**config.mk**
```make
export PLATFORM = sky130hd
export DESIGN_NAME = sram_port_arbiter
export DESIGN_NICKNAME = d
export VERILOG_FILES = /design/src/rtl/sram_arb_pkg.sv /design/src/rtl/sram_arb_starve_cnt.sv /design/src/rtl/sram_port_arbiter.sv
export SDC_FILE = /design/constraint.sdc
export NUM_CORES = 1
export LEC_CHECK = 0
export BUFFER_PORTS_ARGS = -buffer_cell sky130_fd_sc_hd__buf_2
export CAP_MARGIN = 10
export CORE_AREA = 2 2 105 107
export CTS_BUF_LIST = sky130_fd_sc_hd__clkbuf_4 sky130_fd_sc_hd__clkbuf_8
export DETAILED_ROUTE_END_ITERATION = 7
export DIE_AREA = 0 0 107 109
export PLACE_DENSITY = 0.74
export SKIP_CTS_REPAIR_TIMING = 1
export SLEW_MARGIN = 20
export SYNTH_ARGS = -nofsm -noshare
export SYNTH_HDL_FRONTEND = slang
export SYNTH_SLANG_ARGS = --single-unit
```
**constraint.sdc**
```tcl
create_clock -name clk -period 1.83 [get_ports clk]
set_input_delay 0.183 -clock clk [delete_from_list [all_inputs] [get_ports clk]]
set_output_delay 0.183 -clock clk [all_outputs]
set_load 0.005 [all_outputs]
```
**src/rtl/sram_arb_pkg.sv**
```systemverilog
// Shared constants for the single-port SRAM arbiter: response-owner encoding and starvation default.
// No logic; imported by the arbiter top and its starvation counter.
// No flow control of its own.
package sram_arb_pkg;

    typedef logic [1:0] owner_t;

    localparam owner_t OWN_NONE = 2'd0;
    localparam owner_t OWN_INST = 2'd1;
    localparam owner_t OWN_DATA = 2'd2;

    localparam int DEF_STARVE_LIMIT = 4;

endpackage

```
**src/rtl/sram_arb_starve_cnt.sv**
```systemverilog
// Saturating count of consecutive cycles a pending fetch was refused the SRAM.
// Latency: at_limit reflects the registered count (updates on the rising edge).
// Backpressure: none; inc saturates at LIMIT, clr wins over inc.
module sram_arb_starve_cnt #(
    parameter int LIMIT = 4
) (
    input  logic clk,
    input  logic resetn,
    input  logic inc,
    input  logic clr,
    output logic at_limit
);

    localparam int W = $clog2(LIMIT + 1);
    localparam logic [W-1:0] LIM = W'(LIMIT);

    logic [W-1:0] cnt;

    always_ff @(posedge clk or negedge resetn) begin
        if (!resetn) begin
            cnt <= '0;
        end else if (clr) begin
            cnt <= '0;
        end else if (inc && (cnt != LIM)) begin
            cnt <= cnt + 1'b1;
        end
    end

    assign at_limit = (cnt == LIM);

endmodule

```
**src/rtl/sram_port_arbiter.sv**
```systemverilog
// Shares one 1-cycle-latency single-port SRAM between fetch and data; data has priority, fetch is starvation-protected.
// Latency: grant is combinational; read data returns the cycle after the grant, writes produce no response.
// Backpressure: losing requester holds its request; read responses cannot be stalled.
module sram_port_arbiter
    import sram_arb_pkg::*;
#(
    parameter int STARVE_LIMIT = DEF_STARVE_LIMIT,
    parameter int ADDR_W       = 32
) (
    input  logic              clk,
    input  logic              resetn,
    input  logic              inst_req,
    input  logic [ADDR_W-1:0] inst_addr,
    output logic              inst_gnt,
    output logic              inst_rvalid,
    output logic [31:0]       inst_rdata,
    input  logic              data_req,
    input  logic [3:0]        data_wen,
    input  logic [ADDR_W-1:0] data_addr,
    input  logic [31:0]       data_wdata,
    output logic              data_gnt,
    output logic              data_rvalid,
    output logic [31:0]       data_rdata,
    output logic              sram_en,
    output logic [3:0]        sram_wen,
    output logic [ADDR_W-1:0] sram_addr,
    output logic [31:0]       sram_wdata,
    input  logic [31:0]       sram_rdata
);

    logic   at_limit;
    logic   inst_win;
    logic   data_win;
    owner_t owner;
    owner_t owner_nxt;
    logic [31:0] hold_inst;
    logic [31:0] hold_data;

    // Grants are gated by resetn so the SRAM stays idle while reset is held.
    assign inst_win = resetn & inst_req & (~data_req | at_limit);
    assign data_win = resetn & data_req & ~inst_win;

    assign inst_gnt = inst_win;
    assign data_gnt = data_win;
    assign sram_en  = inst_win | data_win;

    always_comb begin
        sram_addr  = '0;
        sram_wen   = 4'h0;
        sram_wdata = 32'h0;
        if (inst_win) begin
            sram_addr = inst_addr;
        end else if (data_win) begin
            sram_addr  = data_addr;
            sram_wen   = data_wen;
            sram_wdata = data_wdata;
        end
    end

    sram_arb_starve_cnt #(
        .LIMIT(STARVE_LIMIT)
    ) u_starve (
        .clk     (clk),
        .resetn  (resetn),
        .inc     (inst_req & ~inst_win),
        .clr     (~inst_req | inst_win),
        .at_limit(at_limit)
    );

    always_comb begin
        owner_nxt = OWN_NONE;
        if (inst_win) begin
            owner_nxt = OWN_INST;
        end else if (data_win && (data_wen == 4'h0)) begin
            owner_nxt = OWN_DATA;
        end
    end

    always_ff @(posedge clk or negedge resetn) begin
        if (!resetn) begin
            owner     <= OWN_NONE;
            hold_inst <= 32'h0;
            hold_data <= 32'h0;
        end else begin
            owner <= owner_nxt;
            if (owner == OWN_INST) hold_inst <= sram_rdata;
            if (owner == OWN_DATA) hold_data <= sram_rdata;
        end
    end

    assign inst_rvalid = (owner == OWN_INST);
    assign data_rvalid = (owner == OWN_DATA);
    assign inst_rdata  = inst_rvalid ? sram_rdata : hold_inst;
    assign data_rdata  = data_rvalid ? sram_rdata : hold_data;

endmodule

```
# Word-level counts from Yosys, hierarchy flattened
# Cells that the tools add are included.
[word_totals]
register_bits = 69
latchBits = 0
ramBits = 0
mem_bits_ro = 0
input_bits = 136
out_inout_bits = 137
wordCells = 36
n_memories = 0
[op_classes]
n_addsub = 1
n_mul = 0
div_mod_pow = 0
magnitude_cmp = 0
eq_ne = 4
shift = 0
n_mux = 12
bitwise_logic = 11
reduce_logical = 4
[ops]
columns = ["cell", "count"]
rows = [
  ["$mux 32", 6],
  ["$mux 4", 2],
  ["$mux 3", 2],
  ["$and 1x1->1", 5],
  ["$logic_not 4->1", 1],
  ["$mux 2", 2],
  ["$add 3x1->3 const B", 1],
  ["$eq 3x3->1 const B", 1],
  ["$ne 3x3->1 const B", 1],
  ["$not 1->1", 3],
  ["$or 1x1->1", 3],
  ["$eq 2x1->1 const B", 1],
  ["$eq 2x2->1 const B", 1],
  ["$logic_and 1x1->1", 2],
  ["$reduce_bool 2->1", 1],
]

# Depth between registers and ports, before layout
# Gate-level depths: netlist of run 1.
[logic_depth]
depth_word = 8
ltp_mapped = 7
mapped_depth_nobuf = 5

# Modules after synthesis
# A second synthesis of run 1 with hierarchy kept.
[unflattened]
cells_unflattened = 247
area_unflattened_um2 = 3370.7
[modules_own_cells]
columns = ["mod", "n_inst", "cells_each", "area_per_inst_um2", "seq_area_each_um2"]
rows = [
  ["sram_port_arbiter", 1, 229, 3173.0, 1651.6],
  ["sram_arb_starve_cnt", 1, 18, 197.7, 75.1],
]

# Least setup slack after synthesis of run 1
# Ideal clock, no wire load.
[synth_timing]
path_type = "register -> output"
startpoint = "register u_starve.cnt[0]"
endpoint = "output sram_addr[20]"
t_arrival_ns = 1.470
required_time_ns = 1.647
path_slack_ns = 0.177
stages_incl_launch_ff = 8
n_path_buf = 2
cell_sequence = "dfrtp_1 -> inv_1 -> ha_1 -> a21bo_1 -> and3_4 -> buf_6 -> buf_6 -> a22o_1"
[synth_between]
elab_chain_len = 7
[synth_lines]
columns = ["element", "line", "rtl"]
rows = [
  ["from (decl)", "sram_arb_starve_cnt.sv:17", "logic [W-1:0] cnt;"],
  ["from (signal assigned)", "sram_arb_starve_cnt.sv:25", "cnt <= cnt + 1'b1;"],
  ["$eq 3x3->1 *", "sram_arb_starve_cnt.sv:29", "assign at_limit = (cnt == LIM);"],
  ["$or 1x1->1 *", "sram_port_arbiter.sv:40", "assign inst_win = resetn & inst_req & (~data_req | at_limit);"],
  ["$and 1x1->1 *", "sram_port_arbiter.sv:40", ""],
  ["via inst_gnt", "sram_port_arbiter.sv:14", "output logic inst_gnt,"],
  ["$not 1->1", "sram_port_arbiter.sv:41", "assign data_win = resetn & data_req & ~inst_win;"],
  ["$and 1x1->1", "sram_port_arbiter.sv:41", ""],
  ["$mux 32", "sram_port_arbiter.sv:53", "end else if (data_win) begin"],
  ["$mux 32 *", "sram_port_arbiter.sv:51", "if (inst_win) begin"],
  ["to (decl)", "sram_port_arbiter.sv:26", "output logic [ADDR_W-1:0] sram_addr,"],
]
# The timed path passes the listed nets; every way through them passes the cells marked *.

# Worst setup path after layout of run 1
[layout_timing]
startpoint = "register u_starve.cnt[0]"
endpoint = "output sram_addr[21]"
[layout_between]
elab_chain_len = 7
[layout_lines]
columns = ["element", "line"]
rows = [
  ["$eq 3x3->1 *", "sram_arb_starve_cnt.sv:29"],
  ["$or 1x1->1 *", "sram_port_arbiter.sv:40"],
  ["$and 1x1->1 *", "sram_port_arbiter.sv:40"],
  ["$not 1->1", "sram_port_arbiter.sv:41"],
  ["$and 1x1->1", "sram_port_arbiter.sv:41"],
  ["$mux 32", "sram_port_arbiter.sv:53"],
  ["$mux 32 *", "sram_port_arbiter.sv:51"],
]
# Mark *: on every way between the ends. The rest lies on a longest branch, timed or not.

==> run metrics, run 1 <==
Synth area leader=dfrtp_1; Netlist Area Pre-Place=3240 um2; DRC viols=0; FP Rows=38; Tot GR Track Use=0.206; DRT iter0 DRCs=189; CP arrival=1.91 ns; fin crit period=2.09 ns; max cap viols=0; WP data required=1.65 ns; Power Density=779 nW/um2; CP max-delay cell=dfrtp_1; Critical path buffers and inverters=2; top-area cell type share of the netlist area=0.532; crit path cell chain=inv_2, ha_4, a21bo_4, and3_4, a22o_1, buf_2; Die ar.=11700 um2; Initial Util=0.306; critical path class=reg2out; EDFF count, synth=0; slowest stage delay, CP=0.39 ns; largest net degree at the start of global routing=71; initial antenna violation count=0; Sink Count=69; Distinct cells, synth=21; area delta synth->final=91.5%; Static Leak=0.00325 uW; clock buffer depth=2; Max VDD drop=0.000477 V; Most used DFF post-synth=dfrtp_1; Max Clk Rate=0.479 GHz; vias in the first global route=3216; core area=10600 um2; Clock Skew=0.00716 ns; Clock Pin Slew Worst Setup and Hold Paths=0.07 ns; DP Wirelength=10.4 mm; Tot Pwr=4840 uW; hold crit path type=in2async; RSZ-0062 raised after global routing=yes; Synth Register Bits=69; NumNets Final=703; remaining antenna violation count=0; DRT Pass-1 Iters=6; final setup margin=-0.260 ns; post-synthesis instance total=250; Port Buffers=272; most frequent cell after synthesis=dfrtp_1; drt wl/cell=22.3 um; Post-synth top cells=dfrtp_1, mux2_2, and2_1, a22o_1, buf_2; fin crit share=1.14; via density per instance=4.93; clk_lat worst skew=0.34 ns; total clock buffers created by CTS=9; H-tree depth=3; final setup fails=102; Final Instance Area=6210 um2; yosys warns=0; CP Capture Type=output port; Slew Limit Headroom=0.536; grt total ovfl=0; I/O Pins=273; top post-synthesis cells by area=dfrtp_1, mux2_2, a22o_1; status=finished, violations left; Via Count=3499; Avg Cell Area, Syn=13.0 um2; CP Launch Type=flip-flop; Slew @ Worst Pin=0.697 ns; failing checks=negative setup slack; Root Driver=clkbuf_8; post-synthesis async set-or-reset flop share=1.00; # fillers=855; final hold violations=0; final hold slack=0.0200 ns; family with the most delay on the worst path=compound AO/OA/AOI/OAI gates; die extent in y=109 um; Post-DP Area=4760 um2; Final Slew Violations=0; CP Max Fanout=5; Post-Route WL=15.8 mm; Seq/Total Area, Yosys=0.532; wire length of the first global-routing pass=17.7 mm; fraction of layout cells with a size suffix above 1=0.786; die width=107 um; CTS tree=done; Post-Syn Nets=388; RD Place Congestion=0.927
[cells in the final DEF, fill, tap and decap left out, types with 2 or more instances in the layout]
cell type  count
buf_2        205
buf_6         73
dfrtp_1       68
mux2_2        36
and2_4        33
a22o_1        29
mux2_4        28
buf_4         23
clkbuf_8       9
clkbuf_16      9
nand2_1        7
buf_12         6
and2_1         4
buf_8          4
and3_4         3
a22o_4         3
nor2_1         3
clkinv_2       3
inv_2          2
inv_1          2
o21ai_0        2
o22ai_1        2
[logic make-up after synthesis]
family,after synthesis,synth area share
simple gates,52,0.0938
mux,64,0.222
fa+ha+maj,2,0.00771
compound gates,39,0.103
flops,69,0.532
buf+inv,24,0.0413
[metal layers]
metal	track usage	routed length [um]
met1	0.224	6060
met2	0.363	8290
met3	0.0634	949
met4	0.104	506
met5	0	0
[registers in the layout, summed over array words and instances, names as in the netlist]
name / flops
owner: 2
hold_inst: 32
u_starve.cnt: 3
hold_data: 32
[through the flow]
step                      std cells  setup WS [ns]  utilization  setup TNS, ns
after floorplan                 250          0.177            -              0
after global placement          648         -0.129        0.449         -0.477
after detailed placement        648         -0.202        0.449          -2.03
after CTS                       663         -0.592        0.466         -24.75
after global routing            709         -0.313        0.585         -19.75
final                           710         -0.260        0.586         -14.17
[where the power goes]
part	internal (uW)	leakage, uW	switching [uW]
Clock	630	0.0000953	555
Combinational	1070	0.00234	687
Sequential	1820	0.000817	84.7
Total	3510	0.00325	1330
[worst reg2reg max path, cell delays in order (launching register included)]
cell and delay [ns]:
dfrtp_2 0.44, nor2b_4 0.25, buf_4 0.17, buf_12 0.13, mux2_4 0.32, buf_4 0.14
[final timing paths]
kind / from / endpoint / slack (ns) / cells past startpoint
min in group clk: sram_rdata[10] / hold_data[10]$_DFF_PN0_ / 0.10 / 2
min: resetn / hold_inst[31]$_DFF_PN0_ / 0.02 / 2
max: u_starve.cnt[0]$_DFFE_PN0P_ / sram_addr[21] / -0.26 / 6
min reg2reg: hold_data[1]$_DFF_PN0_ / hold_data[1]$_DFF_PN0_ / 0.49 / 1
max in group asynchronous: resetn / owner[1]$_DFF_PN0_ / 0.77 / 3
max reg2reg: owner[1]$_DFF_PN0_ / hold_inst[14]$_DFF_PN0_ / 0.27 / 5
[cell type report]
type / instances / area, um2 / area share
timing repair buffer: 321 / 2440 / 0.392
sequential: 69 / 1730 / 0.278
multi-input combinational: 160 / 1670 / 0.269
tap: 140 / 175 / 0.0282
clock buffer: 10 / 131 / 0.0212
clock inverter: 5 / 52.6 / 0.00846
inverter: 4 / 15.0 / 0.00242
antenna: 1 / 2.50 / 0.000403
Power figures use the tool's default switching activity.
==> run 2: changes to the inputs <==
--- a/config.mk
+++ b/config.mk
@@ -11,9 +11,9 @@
 export CTS_BUF_LIST = sky130_fd_sc_hd__clkbuf_4 sky130_fd_sc_hd__clkbuf_8
 export DETAILED_ROUTE_END_ITERATION = 7
 export DIE_AREA = 0 0 107 109
+export MAX_ROUTING_LAYER = met4
 export PLACE_DENSITY = 0.74
 export SKIP_CTS_REPAIR_TIMING = 1
-export SLEW_MARGIN = 20
 export SYNTH_ARGS = -nofsm -noshare
 export SYNTH_HDL_FRONTEND = slang
 export SYNTH_SLANG_ARGS = --single-unit
==> run 2 against run 1 <==
  * The flow still finishes with violations (negative setup slack)
  * Flip-flop and latch count unchanged
  * Setup slack improved by 0.074 ns
  * Wire length decreased by 4.3%
  * Design area shrank 5.4%
  * Utilization fell by 3.2 points
  * Critical path depth is the same
  * Largest power group unchanged
  * Highest routed layer unchanged
  * Sequential power is essentially flat
  * Clock skew rose by 0.00050 ns
  * Clock power rose by 7%
  * Worst hold slack improved by 0.078 ns
  * Count of clock-buffer cells in the layout is 2 higher
  * Combinational power decreased by 7%
==> run metrics, run 2 (synthesized netlist as in run 1, its figures left out) <==
Final Slew Violations=0; dpl cells=647; Tot GR Track Use=0.211; Via Count=3406; RSZ-0062 raised after global routing=yes; Reg2Reg Setup Slack=0.29 ns; H-tree depth=3; worst reg2reg path depth=4; Power Density=816 nW/um2; Max VDD drop=0.000391 V; DRT iter0 DRCs=180; Multi-input gate area=1630 um2; failing checks=negative setup slack; most frequent cells in the layout=buf_2, dfrtp_1, buf_6; initial antenna violation count=3; Place WS=-0.176 ns; max cap viols=0; final hold slack=0.0979 ns; slowest stage delay, CP=0.37 ns; Max Clk Rate=0.496 GHz; FP Rows=38; RR Startpoint=owner[1]$_DFF_PN0_; family with the most delay on the worst path=compound AO/OA/AOI/OAI gates; clock buffer depth=2; final setup margin=-0.185 ns; die width=107 um; Post-Route WL=15.1 mm; via density per instance=4.91; Final Instance Area=5880 um2; wire length of the first global-routing pass=17.6 mm; drt wl/cell=21.8 um; top flop regs=hold_data (32), hold_inst (32), u_starve.cnt (3); status=finished, violations left; die extent in y=109 um; Initial Util=0.306; Sink Count=69; CTS tree=done; Slew @ Worst Pin=0.581 ns; Static Leak=0.00310 uW; Critical path buffers and inverters=2; largest net degree at the start of global routing=71; Clock Pin Slew Worst Setup and Hold Paths=0.07 ns; remaining antenna violation count=0; fraction of layout cells with a size suffix above 1=0.744; hold crit path type=in2async; CP max-delay cell=dfrtp_1; WP data required=1.65 ns; final setup fails=100; fin crit period=2.02 ns; DRT Pass-1 Iters=4; CP Launch Type=flip-flop; Port Buffers=272; final hold violations=0; commonest non-fill, non-tap cell in the layout=buf_2; # fillers=935; grt total ovfl=0; area delta synth->final=81.2%; DRC viols=0; total clock buffers created by CTS=9; Root Driver=clkbuf_8; Layout Cells excl Fill=694; Slew Limit Headroom=0.613; NumNets Final=684; CP Max Fanout=8; CP Capture Type=output port; vias in the first global route=3137; FF+latch area=1730 um2; RD Place Congestion=0.915; DP Wirelength=10.4 mm; clk_lat worst skew=0.34 ns; Post-DP Area=4750 um2; crit path cell chain=inv_2, ha_4, a21bo_4, and3_4, a22o_4, buf_6; core area=10600 um2; Die ar.=11700 um2; Clock Skew=0.00767 ns; CP arrival=1.83 ns; fin crit share=1.10; Worst R2R End=hold_inst[3]$_DFF_PN0_; I/O Pins=273; Tot Pwr=4800 uW; critical path class=reg2out
-- run 2: final cells by class --
cell class,count,area share
Multi-Input combinational cell,160,0.278
Antenna cell,3,0.00128
Tap cell,140,0.0298
Clock inverter,4,0.00809
Sequential cell,69,0.294
Clock buffer,12,0.0260
Timing Repair Buffer,302,0.360
Inverter,4,0.00256
-- run 2: per-layer routing --
layer	part of all wire	routed length, um	vias to the layer above	GRT usage
met2	0.53	8060	166	0.364
met1	0.36	5480	1723	0.221
li1	-	-	1489	-
met5	0	0	-	-
met4	0.029	442	0	0.0937
met3	0.076	1160	28	0.0705
-- run 2: where the power goes --
| group | switching [uW] | leakage (uW) | internal [uW] |
|---|---|---|---|
| combinational | 655 | 0.00218 | 979 |
| clock | 568 | 0.000103 | 693 |
| sequential | 85.7 | 0.000819 | 1820 |
| total | 1310 | 0.00310 | 3490 |
-- run 2: how the worst max path moves through the flow --
stage	start	endpoint	slack, ns	cells after the start
finish	u_starve.cnt[1]$_DFFE_PN0P_	sram_addr[22]	-0.19	6
global route	u_starve.cnt[1]$_DFFE_PN0P_	sram_addr[22]	-0.23	6
CTS	u_starve.cnt[0]$_DFFE_PN0P_	sram_addr[26]	-0.57	6
detailed placement	u_starve.cnt[0]$_DFFE_PN0P_	sram_addr[26]	-0.18	6
global placement	u_starve.cnt[0]$_DFFE_PN0P_	sram_addr[26]	-0.12	6
floorplan	u_starve.cnt[0]$_DFFE_PN0P_	sram_addr[20]	0.18	7
-- run 2: per-stage QoR --
step | TNS [ns] | utilization
after global routing | -16.15 | 0.554
after detailed placement | -1.26 | 0.448
final | -11.24 | 0.554
after floorplan | 0 | -
after global placement | -0.447 | 0.448
after CTS | -27.50 | 0.467
==> run 3: changes to the inputs <==
--- a/config.mk
+++ b/config.mk
@@ -7,13 +7,14 @@
 export LEC_CHECK = 0
 export BUFFER_PORTS_ARGS = -buffer_cell sky130_fd_sc_hd__buf_2
 export CAP_MARGIN = 10
-export CORE_AREA = 2 2 105 107
+export CORE_AREA = 2 2 107 109
 export CTS_BUF_LIST = sky130_fd_sc_hd__clkbuf_4 sky130_fd_sc_hd__clkbuf_8
 export DETAILED_ROUTE_END_ITERATION = 7
-export DIE_AREA = 0 0 107 109
+export DIE_AREA = 0 0 109 111
 export MAX_ROUTING_LAYER = met4
-export PLACE_DENSITY = 0.74
+export PLACE_DENSITY = 0.66
 export SKIP_CTS_REPAIR_TIMING = 1
 export SYNTH_ARGS = -nofsm -noshare
 export SYNTH_HDL_FRONTEND = slang
+export SYNTH_HIERARCHICAL = 1
 export SYNTH_SLANG_ARGS = --single-unit
==> run 3 against run 2 <==
  * The flow still finishes with violations (negative setup slack)
  * Synthesized area increased by 3.9%
  * Worst hold slack got worse by 0.018 ns
  * Clock skew hardly changed
  * Utilization is 4.6 points higher
  * Synthesized cell count shrank 1.2%
  * Register-to-register slack got worse by 0.42 ns
  * Combinational power increased by 27%
  * Design area increased by 13%
  * Largest cell class unchanged
  * Largest power group is now combinational cells
==> run metrics, run 3 <==
failing checks=negative setup slack; max cap viols=0; Initial Util=0.304; Max Clk Rate=0.481 GHz; CP Launch Type=flip-flop; top-area cell type share of the netlist area=0.512; Clock Skew=0.00809 ns; Power Density=790 nW/um2; fin crit period=2.08 ns; RD Place Congestion=0.880; Slew Limit Headroom=0.496; DP Wirelength=8.74 mm; via density per instance=4.69; I/O Pins=273; Synth Register Bits=69; worst reg2reg path depth=11; FP Rows=39; critical path class=reg2out; Root Driver=clkbuf_8; final hold slack=0.0794 ns; DRT Pass-1 Iters=4; hold crit path type=in2async; die width=109 um; Worst R2R End=u_starve/cnt[0]$_DFFE_PN0P_; most frequent cell after synthesis=dfrtp_1; commonest non-fill, non-tap cell in the layout=buf_2; Avg Cell Area, Syn=13.6 um2; DRT iter0 DRCs=168; post-synthesis instance total=247; final setup margin=-0.250 ns; NumNets Final=707; top post-synthesis cells by area=dfrtp_1, mux2_2, a22o_1; Final Slew Violations=0; Place WS=0.0315 ns; RSZ-0062 raised after global routing=yes; Post-synth top cells=dfrtp_1, mux2_2, and2_1, a22o_1, buf_6; wire length of the first global-routing pass=15.6 mm; CP Max Fanout=7; Tot GR Track Use=0.175; CTS tree=done; initial antenna violation count=0; WP data required=1.65 ns; grt total ovfl=0; largest net degree at the start of global routing=61; yosys warns=6; Post-Syn Nets=385; fin crit share=1.14; clock buffer depth=2; drt wl/cell=19.9 um; Most used DFF post-synth=dfrtp_1; fraction of layout cells with a size suffix above 1=0.784; total clock buffers created by CTS=9; final hold violations=0; Netlist Area Pre-Place=3370 um2; post-synthesis async set-or-reset flop share=1.00; Sink Count=69; vias in the first global route=3036; top flop regs=hold_data (32), hold_inst (32), u_starve/cnt (3); status=finished, violations left; CP Capture Type=output port; Reg2Reg Setup Slack=-0.13 ns; area delta synth->final=97.3%; most frequent cells in the layout=buf_2, buf_6, dfrtp_1; EDFF count, synth=0; diodes inserted=0; Synth area leader=dfrtp_1; Max VDD drop=0.000420 V; Port Buffers=272; Via Count=3366; RR Startpoint=u_starve/cnt[1]$_DFFE_PN0P_; Die ar.=12100 um2; DRC viols=0; core area=11100 um2; remaining antenna violation count=0; Seq/Total Area, Yosys=0.512; final setup fails=111; Post-Route WL=14.3 mm; H-tree depth=3; CP arrival=1.90 ns; Clock Pin Slew Worst Setup and Hold Paths=0.07 ns; Distinct cells, synth=25; clk_lat worst skew=0.34 ns; Slew @ Worst Pin=0.756 ns; Static Leak=0.00358 uW; die extent in y=111 um
==> run 3: cell types whose count changed after synthesis, sizes merged, moves of 2 or more <==
| cell | delta |
|---|---|
| o21ai | -2 |
| a21oi | +3 |
| nand2b | +2 |
| nand2 | -5 |
| buf | +3 |
| clkbuf | -5 |
| o22ai | -2 |
| nor2 | -2 |
==> run 3: metrics by stage <==
| step | util | power, uW | instances | setup TNS (ns) | area, um2 |
|---|---|---|---|---|---|
| 6_report | 0.600 | 5250 | 717 | -14.24 | 6650 |
| 5_1_grt | 0.600 | 5510 | 717 | -24.27 | 6650 |
| 4_1_cts | 0.460 | 4390 | 669 | -17.11 | 5090 |
| 3_5_place_dp | 0.441 | 3090 | 653 | 0 | 4880 |
| 3_3_place_gp | 0.441 | 3050 | 653 | 0 | 4880 |
| 2_1_floorplan | - | 2440 | 247 | 0 | 3390 |
==> run 3: per-layer routing <==
metal / up-vias / routed length (um) / global-route usage
met3: 18 / 871 / 0.0488
met2: 170 / 7330 / 0.281
met1: 1659 / 5810 / 0.208
met4: 0 / 293 / 0.0632
li1: 1519 / - / -
met5: - / 0 / -
==> run 3: worst max path at each step <==
stage                                 from                     endpoint  cells past startpoint
2_1_floorplan  u_starve/cnt[1]$_DFFE_PN0P_  u_starve/cnt[0]$_DFFE_PN0P_                      8
3_3_place_gp   u_starve/cnt[1]$_DFFE_PN0P_  u_starve/cnt[0]$_DFFE_PN0P_                      8
3_5_place_dp   u_starve/cnt[1]$_DFFE_PN0P_  u_starve/cnt[0]$_DFFE_PN0P_                      9
4_1_cts        u_starve/cnt[1]$_DFFE_PN0P_                sram_addr[19]                      8
6_report       u_starve/cnt[0]$_DFFE_PN0P_                sram_addr[28]                      9
5_1_grt        u_starve/cnt[1]$_DFFE_PN0P_                sram_addr[25]                      9
==> run 3: critical path, stage by stage, from the launching register on <==
cell and delay (ns):
dfrtp_1 0.37, inv_2 0.05, ha_4 0.17, and2_4 0.17
inv_2 0.06, a21oi_4 0.06, buf_12 0.14, clkbuf_16 0.15
a22o_2 0.26, buf_2 0.13
==> run 3: layout make-up <==
cell class / count / area, um2
clock buffers: 11 / 151
flip-flops and latches: 69 / 1730
repair buffers: 329 / 2710
multi-input cells: 156 / 1810
inverters: 4 / 15.0
fillers: 858 / 4430
clock inverters: 5 / 58.8
well taps: 143 / 179
==> run 3: cell families after synthesis <==
family / synth area share
compound gates: 0.101
fa+ha+maj: 0.00742
buf+inv: 0.0609
flops: 0.512
mux: 0.221
simple gates: 0.0969
==> run 3: where the power goes <==
group	leakage (uW)	internal (uW)	switching, uW	total [uW]
Combinational	0.00266	1360	715	2070
Clock	0.000102	704	583	1290
Sequential	0.000817	1810	84.9	1900
